==> src/rtl/scan_chain_ctrl.sv <==
`timescale 1ns/1ps
// scan_chain_ctrl
// Sequences one scan test on a serial chain of scan flops:
//   LOAD    - shift the latched pattern in, LSB first, SE=1
//   CAPTURE - one functional cycle with SE=0
//   UNLOAD  - shift the captured response out through SO, zeros in
//   DONE    - one-cycle done pulse with response and fail valid
// Chain order is SI -> cell[CHAIN_LEN-1] -> ... -> cell[0] -> SO, so the
// first bit shifted in ends in cell 0 and cell 0 is the first bit out.
// Every output is a flop. Output values are computed from the next state,
// so each output reflects the state that is current in that cycle.
// CNT_W must satisfy 2**CNT_W > CHAIN_LEN; the counter only ever runs
// 0..CHAIN_LEN-1 and is cleared whenever a state is entered.

module scan_chain_ctrl #(
    parameter int CHAIN_LEN = 8,
    parameter int CNT_W     = 4
) (
    input  logic                 CK,
    input  logic                 RN,
    input  logic                 start,
    input  logic [CHAIN_LEN-1:0] pattern,
    input  logic [CHAIN_LEN-1:0] expected,
    input  logic                 SO,
    output logic                 SE,
    output logic                 SI,
    output logic                 busy,
    output logic                 done,
    output logic [CHAIN_LEN-1:0] response,
    output logic                 fail
);

    typedef enum logic [2:0] {
        S_IDLE    = 3'd0,
        S_LOAD    = 3'd1,
        S_CAPTURE = 3'd2,
        S_UNLOAD  = 3'd3,
        S_DONE    = 3'd4
    } state_t;

    // Terminal count for both shift phases.
    localparam logic [CNT_W-1:0] LAST_BIT = CNT_W'(CHAIN_LEN - 1);

    state_t               state;
    state_t               state_nxt;
    logic [CNT_W-1:0]     cnt;
    logic [CNT_W-1:0]     cnt_nxt;
    logic                 last_bit;

    // Pattern still waiting to be shifted in; bit 0 is the next SI value.
    logic [CHAIN_LEN-1:0] pat_sh;
    logic [CHAIN_LEN-1:0] exp_lat;
    // Response being assembled during UNLOAD; SO enters at the top and
    // walks down, so after CHAIN_LEN shifts bit i holds cell i.
    logic [CHAIN_LEN-1:0] resp_sh;
    logic [CHAIN_LEN-1:0] resp_nxt;

    assign last_bit = (cnt == LAST_BIT);
    assign resp_nxt = {SO, resp_sh[CHAIN_LEN-1:1]};

    // State and bit-counter register.
    always_ff @(posedge CK or negedge RN) begin
        if (!RN) begin
            state <= S_IDLE;
            cnt   <= '0;
        end else begin
            // NOTE: flops take non-blocking assignments so every register
            // samples the pre-edge values regardless of statement order.
            state <= state_nxt;
            cnt   <= cnt_nxt;
        end
    end

    // Next-state and counter decode.
    always_comb begin
        // NOTE: defaults first, so every path assigns every variable and
        // no latch is inferred.
        state_nxt = state;
        cnt_nxt   = cnt;
        unique case (state)
            S_IDLE: begin
                if (start) begin
                    state_nxt = S_LOAD;
                    cnt_nxt   = '0;
                end
            end
            S_LOAD: begin
                if (last_bit) begin
                    state_nxt = S_CAPTURE;
                    cnt_nxt   = '0;
                end else begin
                    cnt_nxt = cnt + CNT_W'(1);
                end
            end
            S_CAPTURE: begin
                state_nxt = S_UNLOAD;
                cnt_nxt   = '0;
            end
            S_UNLOAD: begin
                if (last_bit) begin
                    state_nxt = S_DONE;
                    cnt_nxt   = '0;
                end else begin
                    cnt_nxt = cnt + CNT_W'(1);
                end
            end
            S_DONE: begin
                state_nxt = S_IDLE;
                cnt_nxt   = '0;
            end
            default: begin
                state_nxt = S_IDLE;
                cnt_nxt   = '0;
            end
        endcase
    end

    // Registered control outputs, decoded from the state being entered.
    always_ff @(posedge CK or negedge RN) begin
        if (!RN) begin
            SE   <= 1'b0;
            busy <= 1'b0;
            done <= 1'b0;
        end else begin
            SE   <= (state_nxt == S_LOAD) || (state_nxt == S_UNLOAD);
            busy <= (state_nxt != S_IDLE);
            done <= (state_nxt == S_DONE);
        end
    end

    // Pattern/expected latches, SI driver and response assembly.
    always_ff @(posedge CK or negedge RN) begin
        if (!RN) begin
            // NOTE: the latched vectors are plain registers, not a memory,
            // so clearing them on reset is cheap and keeps them defined.
            SI       <= 1'b0;
            pat_sh   <= '0;
            exp_lat  <= '0;
            resp_sh  <= '0;
            response <= '0;
            fail     <= 1'b0;
        end else begin
            SI <= 1'b0;
            unique case (state)
                S_IDLE: begin
                    if (start) begin
                        // First bit goes out in the first LOAD cycle.
                        SI       <= pattern[0];
                        pat_sh   <= pattern >> 1;
                        exp_lat  <= expected;
                        resp_sh  <= '0;
                        response <= '0;
                        fail     <= 1'b0;
                    end
                end
                S_LOAD: begin
                    // On the final LOAD edge the chain is full; CAPTURE
                    // drives SI low.
                    if (!last_bit) begin
                        SI <= pat_sh[0];
                    end
                    pat_sh <= pat_sh >> 1;
                end
                S_UNLOAD: begin
                    resp_sh <= resp_nxt;
                    if (last_bit) begin
                        response <= resp_nxt;
                        fail     <= (resp_nxt != exp_lat);
                    end
                end
                default: begin
                end
            endcase
        end
    end

endmodule

==> config.mk <==
export PLATFORM = sky130hd
export DESIGN_NAME = scan_chain_ctrl
export DESIGN_NICKNAME = d
export VERILOG_FILES = /design/src/rtl/scan_chain_ctrl.sv
export SDC_FILE = /design/constraint.sdc
export NUM_CORES = 1
export LEC_CHECK = 0
export CORE_ASPECT_RATIO = 2
export CORE_MARGIN = 5
export CORE_UTILIZATION = 25
export CTS_BUF_LIST = sky130_fd_sc_hd__clkbuf_4 sky130_fd_sc_hd__clkbuf_8 sky130_fd_sc_hd__clkbuf_16
export DETAILED_ROUTE_END_ITERATION = 12
export PLACE_DENSITY = 0.48
export SLEW_MARGIN = 20
export SYNTH_ARGS = -nofsm -noshare
export SYNTH_HDL_FRONTEND = slang
export SYNTH_SLANG_ARGS = --single-unit
==> constraint.sdc <==
create_clock -name CK -period 3.3 [get_ports CK]
set_input_delay 0.33 -clock CK [delete_from_list [all_inputs] [get_ports CK]]
set_output_delay 0.33 -clock CK [all_outputs]
set_load 0.005 [all_outputs]
==> impl_metrics.tcl <==
set metrics [dict create \
    synth_warnings 0 \
    seq_area_mm2 0.001051 \
    cts-root-buf "clkbuf_16" \
    antenna_found_initial 0 \
    drive_gt1_share_pct 18.32 \
    grt.overflow.total 0 \
    setup_violations 0 \
    ys.flop_type "dfrtp_1" \
    core-area_mm2 0.007212 \
    nNetsFinal 211 \
    drt_first_iter_violations 23 \
    yosys_register_bits 42 \
    max_cap_violations 0 \
    timing.final.crit_period_ns 1.915 \
    outcome "complete, no violations" \
    rr_startpoint "state[0]" \
    n_fill_cell 745 \
    startpoint_type "register" \
    cts_setup_buffers 0 \
    clock_latency_ns 0.28 \
    power_per_cell_area_mw_per_mm2 935.8 \
    ioPinCount 33 \
    hold_viol 0 \
    post-route-util_pct 34.26 \
    start_util_pct 25.35 \
    mostFrequentLayoutCells "dfrtp_1 (42), clkdlybuf4s50_1 (31), nand2_1 (18), a22o_1 (9)" \
    finalWirelength_um 3738 \
    wl_per_cell_um 13.21 \
    synthCells 152 \
    diodes 0 \
    place.gp.congestion 0.7521 \
    path_class "register to register" \
    area_growth_pct 35.18 \
    whs_path_depth 2 \
    hpwl_um 2673 \
    r2r-end "response[2]" \
    r2r_setup_slack_ns 1.38 \
    firstDrtPassIters 3 \
    postSynthAreaPerCell_um2 12.03 \
    period_share_pct 58.04 \
    synth_async_sr_flop_share_pct 100.0 \
    grt_pass1_vias 1305 \
    slew_violations 0 \
    tightest_slew_ns 0.9643 \
    fmax_mhz 522.1 \
    synthesis.area_mm2 0.001828 \
    critPathCaptureType "register" \
    ff2ff_path_depth 4 \
    grt_max_degree 43 \
    power.total_mw 2.313 \
    die_h_um 130.9 \
    synth_fp_nets 173 \
    die_w_um 70.47 \
    critPathArrivalTime_ns 2.13 \
    finClkSkew_ns 0.005393 \
    rsz0062_at_grt "false" \
    ys_seq_area_share_pct 57.49 \
    remaining_drc_errors 0 \
    maxSlewHeadroom_pct 35.44 \
    multi_input_area_um2 715.7 \
    numCtsBuffers 5 \
    ir_worst_vdd_v 0.0003045 \
    die_area_mm2 0.009226 \
    crit_fanout 14 \
    grt_pass1_wl_um 6506 \
    clock-sinks 42 \
    cp_slowest_stage_delay_ns 0.89 \
    num_rows 44 \
    io_buffers 32 \
    hold_class "register to register" \
    critPathRequiredTime_ns 3.52 \
    final.setup.tns_ns 0 \
    final_common_cell "dfrtp_1" \
    grt_use_total_pct 9.094 \
    cts_tree "done" \
    leakage_nw 1.048 \
    cp_slowest_cell "nor4b_4" \
    clk_pin_slew_ns 0.06 \
    ant_nets 0 \
    h-tree-depth 2 \
    hp-start "pat_sh[5]" \
    worstPathCellList "nor4b_4, a21o_4, nand3_1, o21ai_2" \
    max-clock-path-buffers 2 \
    holdPathEnd "pat_sh[5]" \
    synth_cell_type_count 33 \
    via_count 1220 \
    synth-edff-count 0 \
    routed_via_density 4.311 \
]
==> where the power goes <==
part	internal (mW)	switching (mW)
sequential	0.723	0.169
combinational	0.421	0.350
clock	0.454	0.195
total	1.60	0.714
==> cell families (layout without fill, tap and decap cells) <==
logic type,Yosys count,in the layout,synth area share [%]
multiplexers,9,9,5.476
buffers and inverters,13,52,3.833
AND/OR/NAND/NOR,49,49,15.33
XOR/XNOR,9,9,4.312
adder cells (fa/ha/maj),1,1,0.6844
AO/OA/AOI/OAI,29,29,12.87
flip-flops,42,42,57.49
==> metrics by stage <==
step | instance area, um2 | setup slack (ns) | hold WS, ns | std cells
after global routing | 2471 | 1.216 | 0.5024 | 283
after detailed placement | 2242 | 1.032 | 0.4640 | 273
after floorplan | 1828 | 1.818 | 0.03441 | 152
final | 2471 | 1.385 | 0.4832 | 283
after global placement | 2242 | 1.087 | 0.4682 | 273
after CTS | 2441 | 1.338 | 0.2343 | 281
==> state kept, by name (all words and copies together), names as in the netlist <==
name	count
exp_lat	8
response	8
pat_sh	7
resp_sh	7
cnt	4
state	3
SE	1
SI	1
busy	1
done	1
fail	1
==> worst max-delay path, delay by kind of cell (launching register included) <==
kind | cells | cell delay, ns
flops | 1 | 0.46
simple gates | 2 | 1.01
compound gates | 2 | 0.38
==> cell type report <==
cell class,count,area share (%)
Timing Repair Buffer,36,14.58
Clock buffer,6,5.620
Sequential cell,42,42.53
Multi-Input combinational cell,97,28.96
Clock inverter,2,2.430
Tap cell,92,4.658
Inverter,8,1.215
==> layer usage <==
metal | vias to the layer above | part of all wire, % | wire [um] | track usage [%]
met5 | - | 0 | 0 | 0
met4 | 0 | 3.0 | 113 | 5.756
met3 | 6 | 3.0 | 111 | 2.144
met2 | 19 | 55 | 2072 | 16.02
met1 | 592 | 39 | 1440 | 9.636
li1 | 603 | - | - | -
==> worst max path at each step <==
stage / start / endpoint / cells past startpoint
3_5_place_dp: start / response[2] / 5
2_1_floorplan: state[0] / exp_lat[6] / 3
4_1_cts: state[0] / response[2] / 4
3_3_place_gp: start / response[1] / 5
5_1_grt: state[0] / response[3] / 4
6_report: state[0] / response[2] / 4
==> repair_timing <==
item / in CTS / in global routing
hold endpoints to repair: 0 / 14
resized for setup: 0 / 0
hold buffers: 0 / 1
==> cell usage after synthesis, drive strengths merged, types with 2 or more instances <==
cell	number	area (um2)
and3b	2	17.52
nor2	4	20.02
nand3	10	65.06
o21ai	11	81.33
mux2	8	90.09
a22oi	6	45.04
nand4	2	12.51
inv	8	30.03
dfrtp	42	1051
nand2	18	67.56
buf	5	40.04
nand2b	2	12.51
xnor2	8	70.07
and2	4	25.02
a22o	9	78.83
No activity file was read; power rests on OpenSTA's default activity.
